## src/rtl/xor_cipher_pkg.sv

```systemverilog
// Shared types and defaults for the XOR cipher deserialiser slice.
package xor_cipher_pkg;

    localparam int unsigned DEFAULT_WORD_W = 8;
    localparam int unsigned DEFAULT_LEN_W  = $clog2(DEFAULT_WORD_W + 1);

    typedef struct packed {
        logic                      last;
        logic [DEFAULT_LEN_W-1:0]  len;
        logic [DEFAULT_WORD_W-1:0] word;
    } deser_entry_t;

endpackage

```

## src/rtl/xor_deser_fifo.sv

```systemverilog
// Small first-word-fall-through FIFO with sticky overflow on dropped pushes.
module xor_deser_fifo
    import xor_cipher_pkg::*;
#(
    parameter int unsigned DEPTH   = 4,
    parameter type         entry_t = deser_entry_t
) (
    input  logic   iClk,
    input  logic   iRst,
    input  logic   iPush,
    input  entry_t iEntry,
    input  logic   iPop,
    output entry_t oHead,
    output logic   oEmpty,
    output logic   oOverflow
);

    localparam int unsigned AW = $clog2(DEPTH);

    entry_t      mem [DEPTH];
    logic [AW:0] wrPtr;
    logic [AW:0] rdPtr;
    logic        full;
    logic        doPop;
    logic        doPush;

    assign oEmpty = (wrPtr == rdPtr);
    assign full   = (wrPtr[AW] != rdPtr[AW]) && (wrPtr[AW-1:0] == rdPtr[AW-1:0]);
    assign doPop  = iPop && !oEmpty;
    // A pop in the same cycle frees the slot, so a full FIFO can still accept.
    assign doPush = iPush && (!full || doPop);
    assign oHead  = mem[rdPtr[AW-1:0]];

    always_ff @(posedge iClk) begin
        if (iRst) begin
            wrPtr     <= '0;
            rdPtr     <= '0;
            oOverflow <= 1'b0;
            for (int unsigned i = 0; i < DEPTH; i++) begin
                mem[i] <= '0;
            end
        end else begin
            if (doPush) begin
                mem[wrPtr[AW-1:0]] <= iEntry;
                wrPtr              <= wrPtr + 1'b1;
            end
            if (doPop) begin
                rdPtr <= rdPtr + 1'b1;
            end
            if (iPush && !doPush) begin
                oOverflow <= 1'b1;
            end
        end
    end

endmodule

```

## src/rtl/xor_cipher_deser.sv

```systemverilog
// Packs the cipher's serial output into words and tags end-of-message entries.
module xor_cipher_deser
    import xor_cipher_pkg::*;
#(
    parameter int unsigned WORD_W     = DEFAULT_WORD_W,
    parameter int unsigned FIFO_DEPTH = 4,
    parameter bit          MSB_FIRST  = 1'b1
) (
    input  logic                         iClk,
    input  logic                         iRst,
    input  logic                         iEn,
    input  logic                         iClk_slow,
    input  logic                         iData_bit,
    input  logic                         iDone_flag,
    output logic [WORD_W-1:0]            oWord,
    output logic [$clog2(WORD_W+1)-1:0]  oLen,
    output logic                         oLast,
    output logic                         oValid,
    input  logic                         iReady,
    output logic                         oOverflow,
    output logic                         oBusy
);

    localparam int unsigned LEN_W = $clog2(WORD_W + 1);
    localparam int unsigned POS_W = $clog2(WORD_W);

    typedef struct packed {
        logic              last;
        logic [LEN_W-1:0]  len;
        logic [WORD_W-1:0] word;
    } entry_t;

    logic              slowQ;
    logic              doneQ;
    logic              armedQ;
    logic [LEN_W-1:0]  cntQ;
    logic [WORD_W-1:0] asmQ;

    logic              sampleEv;
    logic              doneEv;
    logic [POS_W-1:0]  pos;
    logic [LEN_W-1:0]  cntAfter;
    logic [WORD_W-1:0] wordAfter;
    logic              wordComplete;
    logic              push;
    logic              fifoEmpty;
    entry_t            pushEntry;
    entry_t            head;

    // armedQ masks the first post-reset cycle, when slowQ/doneQ are not yet loaded.
    assign sampleEv = armedQ && iEn && iClk_slow && !slowQ;
    assign doneEv   = armedQ && iEn && iDone_flag && !doneQ;

    // Bits are written straight to their final position, so a partial word is
    // already zero-padded and needs no realignment.
    always_comb begin
        cntAfter  = cntQ;
        wordAfter = asmQ;
        pos       = MSB_FIRST ? POS_W'(WORD_W - 1) - POS_W'(cntQ) : POS_W'(cntQ);
        if (sampleEv) begin
            cntAfter       = cntQ + 1'b1;
            wordAfter[pos] = iData_bit;
        end
        wordComplete   = sampleEv && (cntAfter == LEN_W'(WORD_W));
        push           = wordComplete || doneEv;
        pushEntry.last = doneEv;
        pushEntry.len  = cntAfter;
        pushEntry.word = wordAfter;
    end

    always_ff @(posedge iClk) begin
        if (iRst) begin
            slowQ  <= 1'b0;
            doneQ  <= 1'b0;
            armedQ <= 1'b0;
            cntQ   <= '0;
            asmQ   <= '0;
        end else begin
            slowQ  <= iClk_slow;
            doneQ  <= iDone_flag;
            armedQ <= 1'b1;
            if (push) begin
                cntQ <= '0;
                asmQ <= '0;
            end else begin
                cntQ <= cntAfter;
                asmQ <= wordAfter;
            end
        end
    end

    xor_deser_fifo #(
        .DEPTH   (FIFO_DEPTH),
        .entry_t (entry_t)
    ) uFifo (
        .iClk      (iClk),
        .iRst      (iRst),
        .iPush     (push),
        .iEntry    (pushEntry),
        .iPop      (iReady),
        .oHead     (head),
        .oEmpty    (fifoEmpty),
        .oOverflow (oOverflow)
    );

    assign oWord  = head.word;
    assign oLen   = head.len;
    assign oLast  = head.last;
    assign oValid = !fifoEmpty;
    assign oBusy  = (cntQ != '0);

endmodule

```

## config.mk

```make
export PLATFORM = sky130hd
export DESIGN_NAME = xor_cipher_deser
export DESIGN_NICKNAME = d
export VERILOG_FILES = /design/src/rtl/xor_cipher_pkg.sv /design/src/rtl/xor_deser_fifo.sv /design/src/rtl/xor_cipher_deser.sv
export SDC_FILE = /design/constraint.sdc
export NUM_CORES = 1
export LEC_CHECK = 0
export BUFFER_PORTS_ARGS = -buffer_cell sky130_fd_sc_hd__buf_4
export CAP_MARGIN = 10
export CORE_AREA = 3 3 112 71
export DETAILED_ROUTE_END_ITERATION = 8
export DIE_AREA = 0 0 115 74
export PLACE_DENSITY = 0.72
export SYNTH_ARGS = -nofsm -noshare
export SYNTH_HDL_FRONTEND = slang
export SYNTH_HIERARCHICAL = 1
export SYNTH_SLANG_ARGS = --single-unit
```

## constraint.sdc

```tcl
create_clock -name iClk -period 3.5 [get_ports iClk]
set_input_delay 1.05 -clock iClk [delete_from_list [all_inputs] [get_ports iClk]]
set_output_delay 1.05 -clock iClk [all_outputs]
set_load 0.03 [all_outputs]
```

==> qor.yml, run 1 <==
setup_path:
  r2r_slack_ns: 0.69
  cp-startpoint: "iEn"
  cp-end-kind: "flip-flop"
  worstSetupStartpointType: "input pin"
  r2r_start: "cntQ[0]"
  reg2regPathDepth: 9
  required_ns: 3.53
  cp_max_fo: 15
  timing.rr.end: "uFifo/mem[1][10]"
  path_class: "in -> reg"
  worstSetupEndpoint: "uFifo/mem[1][10]"
  arrival_ns: 2.89
pwr:
  p_leak_nw: 1.57
  powerDensity_nw_per_um2: 536
  finalPower_mw: 2.19
  vdd_drop_max_mv: 0.290
global_route:
  grt_pass1_vias: 1855
  track_usage: 0.172
  antenna_found_initial: 0
  grt-ovfl-total: 0
  grt_start_max_net_pins: 19
  grt_pass1_wl_mm: 10.4
cts:
  cts_setup_buffers: 0
  cts_buffers: 9
  tritoncts: "done"
  cts_num_sinks: 76
  hold_buffers: 0
  worstSkewPairLatency_ns: 0.33
  path_clk_slew_ns: 0.05
  cts_buffer_depth: 2
  h-tree-depth: 3
  cts.root.buffer_cell: "clkbuf_16"
  cts_resized: 0
drt:
  wl_per_cell_um: 17.2
  drt-initial-drc-count: 126
  viasPerCell: 5.09
  antenna_left: 0
  num_vias: 1890
  drt_first_pass_iters: 5
  drc_errors: 0
  wl_mm: 6.40
placed_design:
  io_buffers: 22
  dpl_cell_area_um2: 3760
  gp_congestion: 0.810
  dp_slack_ns: 0.303
  dp_hpwl_mm: 4.53
floorplan:
  rows: 24
  start_util: 0.492
  fp.dieArea_um2: 8510
  die_y_um: 74
  io_pins: 23
  die_w_um: 115
  core_area_um2: 7090
timing:
  tns_ns: 0
  setup_slack_ns: 0.645
  skew_ns: 0.00570
  drv_slew: 0
  min_period_ns: 2.85
  setup_viol: 0
  rsz0062_at_grt: "no"
  hold_viol_final: 0
  worstMarginPinSlew_ns: 0.691
  fin_crit_sh: 0.816
  fmax_mhz: 350
  slew_headroom: 0.535
outcome:
  status: "completed"
synthesis:
  ys_seq_area_frac: 0.585
  synth_compound_area_frac: 0.0344
  synth_xor_area_frac: 0.0319
  synthAdderAreaFrac: 0.0143
  yosys.area_share.simple: 0.195
  synth_top_family_by_area: "simple AND/OR/NAND/NOR gates"
  ys_ff_latch: 76
  syn_inst: 245
  synth-warning-count: 6
  synthMuxAreaShare: 0.117
  syn_area_per_cell_um2: 14.2
  ys_types: 45
  netlist_area_um2: 3490
  syn-num-nets: 256
cells_and_area:
  antenna_cells: 0
  syn2layout_area_growth_pct: 17.2
  drive_above_1_share: 0.293
  fill_cells: 570
  final_cell_area_um2: 4090
  final_nets: 286
job:
  drv_cap: 0
hold_path:
  hold_class: "reg -> reg"
[power by group]
part	switching (mW)	leakage (nW)	total (mW)	internal [mW]
logic	0.0982	0.678	0.169	0.0704
registers	0.0158	0.733	1.00	0.986
clock network	0.328	0.163	1.02	0.693
total	0.442	1.57	2.19	1.75
[area by class of cell]
type,count,area (um2),share of cell area
Multi-Input combinational cell,155,1370,0.334
Inverter,4,15.0,0.00367
Timing Repair Buffer,29,218,0.0532
Clock inverter,5,100,0.0245
Clock buffer,11,233,0.0569
Sequential cell,76,2040,0.499
Tap cell,91,114,0.0278
[layout by cell type (no fill, tap or decap), types with 7 or more instances in the layout]
cell type / count
and2_1: 47
clkbuf_16: 9
buf_4: 29
mux4_2: 13
nor2b_1: 14
dfxtp_1: 24
nor2_1: 9
edfxtp_1: 52
mux2_2: 7
[worst max-delay path, stage by stage]
cell     delay, ns
buf_4         0.09
and4b_1       0.20
nand2_1       0.11
nor3_1        0.18
or2_2         0.19
nor2b_1       0.18
o41a_4        0.28
and3b_4       0.30
or2_1         0.12
buf_4         0.20
[sequential cells by signal, indices dropped and copies added (netlist names), 3 cells and up, named ones only]
register	cells
asmQ	8
cntQ	4
uFifo/mem	52
uFifo/rdPtr	3
uFifo/wrPtr	3
[cell families after synthesis]
| logic type | Yosys count |
|---|---|
| compound gates | 11 |
| xor+xnor | 11 |
| fa+ha+maj | 4 |
| buf+inv | 14 |
| flops | 76 |
| mux | 23 |
| simple gates | 106 |
[metal layers]
metal,vias up,wire [um],global-route usage
met3,11,545,0.0585
met4,0,107,0.0664
met1,874,3230,0.269
li1,944,-,-
met5,-,0,0
met2,61,2520,0.218
[worst min path at each step]
stage | start | end | slack, ns | cells after the start
floorplan | uFifo/wrPtr[2] | uFifo/wrPtr[2] | 0.49 | 2
global placement | uFifo/oOverflow | uFifo/oOverflow | 0.47 | 2
detailed placement | uFifo/oOverflow | uFifo/oOverflow | 0.47 | 2
CTS | uFifo/oOverflow | uFifo/oOverflow | 0.49 | 2
global route | uFifo/oOverflow | uFifo/oOverflow | 0.53 | 2
finish | uFifo/oOverflow | uFifo/oOverflow | 0.49 | 2
[per-stage QoR]
| stage | hold WS [ns] | util | std cells |
|---|---|---|---|
| after floorplan | 0.495 | - | 245 |
| after global placement | 0.471 | 0.530 | 355 |
| after detailed placement | 0.472 | 0.530 | 355 |
| after CTS | 0.494 | 0.577 | 371 |
| after global routing | 0.532 | 0.577 | 371 |
| final | 0.488 | 0.577 | 371 |
[cell usage after synthesis, drive strengths merged]
cell | number | area [um2]
and2 | 52 | 333
edfxtp | 52 | 1560
dfxtp | 24 | 480
nor2b | 15 | 101
mux4 | 13 | 293
nor2 | 9 | 33.8
mux2 | 8 | 93.8
xor2 | 8 | 85.1
buf | 7 | 53.8
nand2 | 6 | 22.5
ha | 4 | 50.1
inv | 4 | 15.0
nor3 | 4 | 20.0
or2 | 4 | 25.0
clkbuf | 3 | 11.3
nor4 | 3 | 33.8
xnor2 | 3 | 26.3
a21oi | 2 | 10.0
and3b | 2 | 25.0
and4b | 2 | 20.0
mux2i | 2 | 20.0
nand3 | 2 | 10.0
nand4 | 2 | 12.5
o21ai | 2 | 10.0
o31ai | 2 | 28.8
a31oi | 1 | 6.26
nand4b | 1 | 8.76
nor3b | 1 | 7.51
o21bai | 1 | 7.51
o311ai | 1 | 8.76
o41a | 1 | 21.3
o41ai | 1 | 27.5
or3 | 1 | 6.26
or3b | 1 | 8.76
or4 | 1 | 11.3
No activity file was read; power rests on OpenSTA's default activity.
==> run 2, diff against run 1 <==
--- a/config.mk
+++ b/config.mk
@@ -10,7 +10,7 @@
 export CORE_AREA = 3 3 112 71
 export DETAILED_ROUTE_END_ITERATION = 8
 export DIE_AREA = 0 0 115 74
-export PLACE_DENSITY = 0.72
+export PLACE_DENSITY = 0.75
 export SYNTH_ARGS = -nofsm -noshare
 export SYNTH_HDL_FRONTEND = slang
 export SYNTH_HIERARCHICAL = 1
==> constraint.sdc (replaced) <==
create_clock -name iClk -period 2.4 [get_ports iClk]
set_input_delay 0.72 -clock iClk [delete_from_list [all_inputs] [get_ports iClk]]
set_output_delay 0.72 -clock iClk [all_outputs]
set_load 0.03 [all_outputs]
==> run 2 against run 1 <==
Against the previous run:
- routed wire length is 2.9% higher
- utilization is 2.3 points higher
- clock-buffer cell count is 1 higher
- register-to-register slack worse by 0.54 ns
- worst setup slack worse by 0.54 ns
- design area is 3.9% higher
- sequential power is 46% higher
- global-route usage is 0.25 points higher
- via count is 5.8% higher
- critical path type is now reg -> out
- critical endpoint is now oLast
==> qor.yml, run 2 (synthesized netlist as in run 1, its figures left out) <==
outcome:
  status: "completed"
hold_path:
  hold-path-endpoint: "uFifo/oOverflow"
  hold_class: "reg -> reg"
  hp-start: "uFifo/oOverflow"
  hold_path_depth: 2
drt:
  wl_mm: 6.59
  drc_errors: 0
  drt_first_pass_iters: 4
  viasPerCell: 5.21
  drt-initial-drc-count: 136
  wl_per_cell_um: 17.2
  num_vias: 1999
  antenna_left: 0
setup_path:
  path_class: "reg -> out"
  r2r_start: "cntQ[0]"
  reg2regPathDepth: 9
  cp_max_fo: 13
  cp-end-kind: "primary output"
  r2r_slack_ns: 0.15
  arrival_ns: 1.57
  worstSetupStartpointType: "flip-flop"
  timing.rr.end: "uFifo/mem[2][6]"
  required_ns: 1.68
placed_design:
  dpl_cell_area_um2: 3930
  gp_congestion: 0.818
  dp.cells: 368
  dp_hpwl_mm: 4.76
  io_buffers: 22
cts:
  cts_buffers: 9
  path_clk_slew_ns: 0.06
  cts_num_sinks: 76
  h-tree-depth: 3
  cts_buffer_depth: 2
  hold_buffers: 0
  tritoncts: "done"
  worstSkewPairLatency_ns: 0.33
  cts.root.buffer_cell: "clkbuf_16"
pwr:
  p_leak_nw: 1.66
  vdd_drop_max_mv: 0.434
  powerDensity_nw_per_um2: 742
global_route:
  grt_start_max_net_pins: 19
  track_usage: 0.175
  grt_pass1_wl_mm: 10.8
  antenna_found_initial: 0
  grt-ovfl-total: 0
  grt_pass1_vias: 2063
cells_and_area:
  final_core_util: 0.600
  regMostFlops: "uFifo/mem"
  final_cell_area_um2: 4250
  final_nets: 299
  layout.cells.non_filler: 384
  final_common_cell: "edfxtp_1"
  largest_register_ffs: 52
  top_regs: "uFifo/mem x52, asmQ x8, cntQ x4"
  drive_above_1_share: 0.358
  syn2layout_area_growth_pct: 21.8
  final_cell_mix: "edfxtp_1 (52), and2_1 (47), buf_4 (39), dfxtp_1 (23)"
  antenna_cells: 0
  fill_cells: 561
timing:
  tns_ns: 0
  skew_ns: 0.00564
  fmax_mhz: 436
  drv_slew: 0
  slew_headroom: 0.641
  hold_viol_final: 0
  rsz0062_at_grt: "no"
  fin_crit_sh: 0.955
  min_period_ns: 2.29
  holdWs_ns: 0.475
  setup_viol: 0
  worstMarginPinSlew_ns: 0.535
floorplan:
  die_y_um: 74
  die_w_um: 115
  core_area_um2: 7090
  fp.dieArea_um2: 8510
  io_pins: 23
  rows: 24
  start_util: 0.492
job:
  drv_cap: 0
run 2: cell count changes in the layout (fill, tap and decap cells not counted), moves of 3 or more:
| cell | change |
|---|---|
| buf_12 | +3 |
| buf_4 | +10 |
| or2_1 | -3 |
| or2_4 | +4 |
run 2: worst max path at each step:
stage / startpoint / cells after the start / slack [ns] / endpoint
after floorplan: iClk_slow / 9 / -0.03 / uFifo/mem[2][0]
after global placement: iClk_slow / 9 / -0.06 / uFifo/mem[2][7]
after detailed placement: iClk_slow / 9 / -0.08 / uFifo/mem[2][2]
after CTS: cntQ[0] / 4 / 0.03 / oBusy
after global routing: uFifo/wrPtr[0] / 4 / 0.005 / oValid
final: flip-flop / 3 / 0.11 / oLast
run 2: worst max-delay path, cell delays in order (launching register included):
cell     delay, ns
dfxtp_1       0.35
buf_12        0.17
mux4_2        0.53
buf_4         0.19
run 2: timing repair:
item | CTS | global route
endpoints found under the hold margin | 0 | 0
setup endpoints to repair | 0 | 53
setup buffers | 0 | 0
gates resized for setup | 0 | 3
run 2: stage by stage:
| step | power [mW] | worst slack (ns) |
|---|---|---|
| 2_1_floorplan | 1.65 | -0.0259 |
| 3_3_place_gp | 1.75 | -0.0570 |
| 3_5_place_dp | 1.76 | -0.0835 |
| 4_1_cts | 3.20 | 0.0314 |
| 5_1_grt | 3.26 | 0.00483 |
| 6_report | 3.15 | 0.108 |
run 2: final cells by class:
cell class,count,area [um2],area share
clock buffers,12,246,0.0580
clock inverters,4,73.8,0.0174
inverters,4,15.0,0.00353
multi-input cells,155,1400,0.330
flip-flops and latches,76,2040,0.481
well taps,91,114,0.0268
repair buffers,42,353,0.0830
run 2: power breakdown:
part | total (mW) | leakage (nW) | internal [mW] | switching (mW)
logic | 0.267 | 0.774 | 0.116 | 0.151
registers | 1.46 | 0.733 | 1.44 | 0.0199
clock network | 1.43 | 0.157 | 0.939 | 0.490
run 2: layer usage:
metal  global-route usage  wire length [um]  vias up
met5                    0                 0        -
met3               0.0569               373        5
met1                0.229              3160      978
li1                     -                 -      969
met4               0.0677                69        0
met2                0.275              2980       47
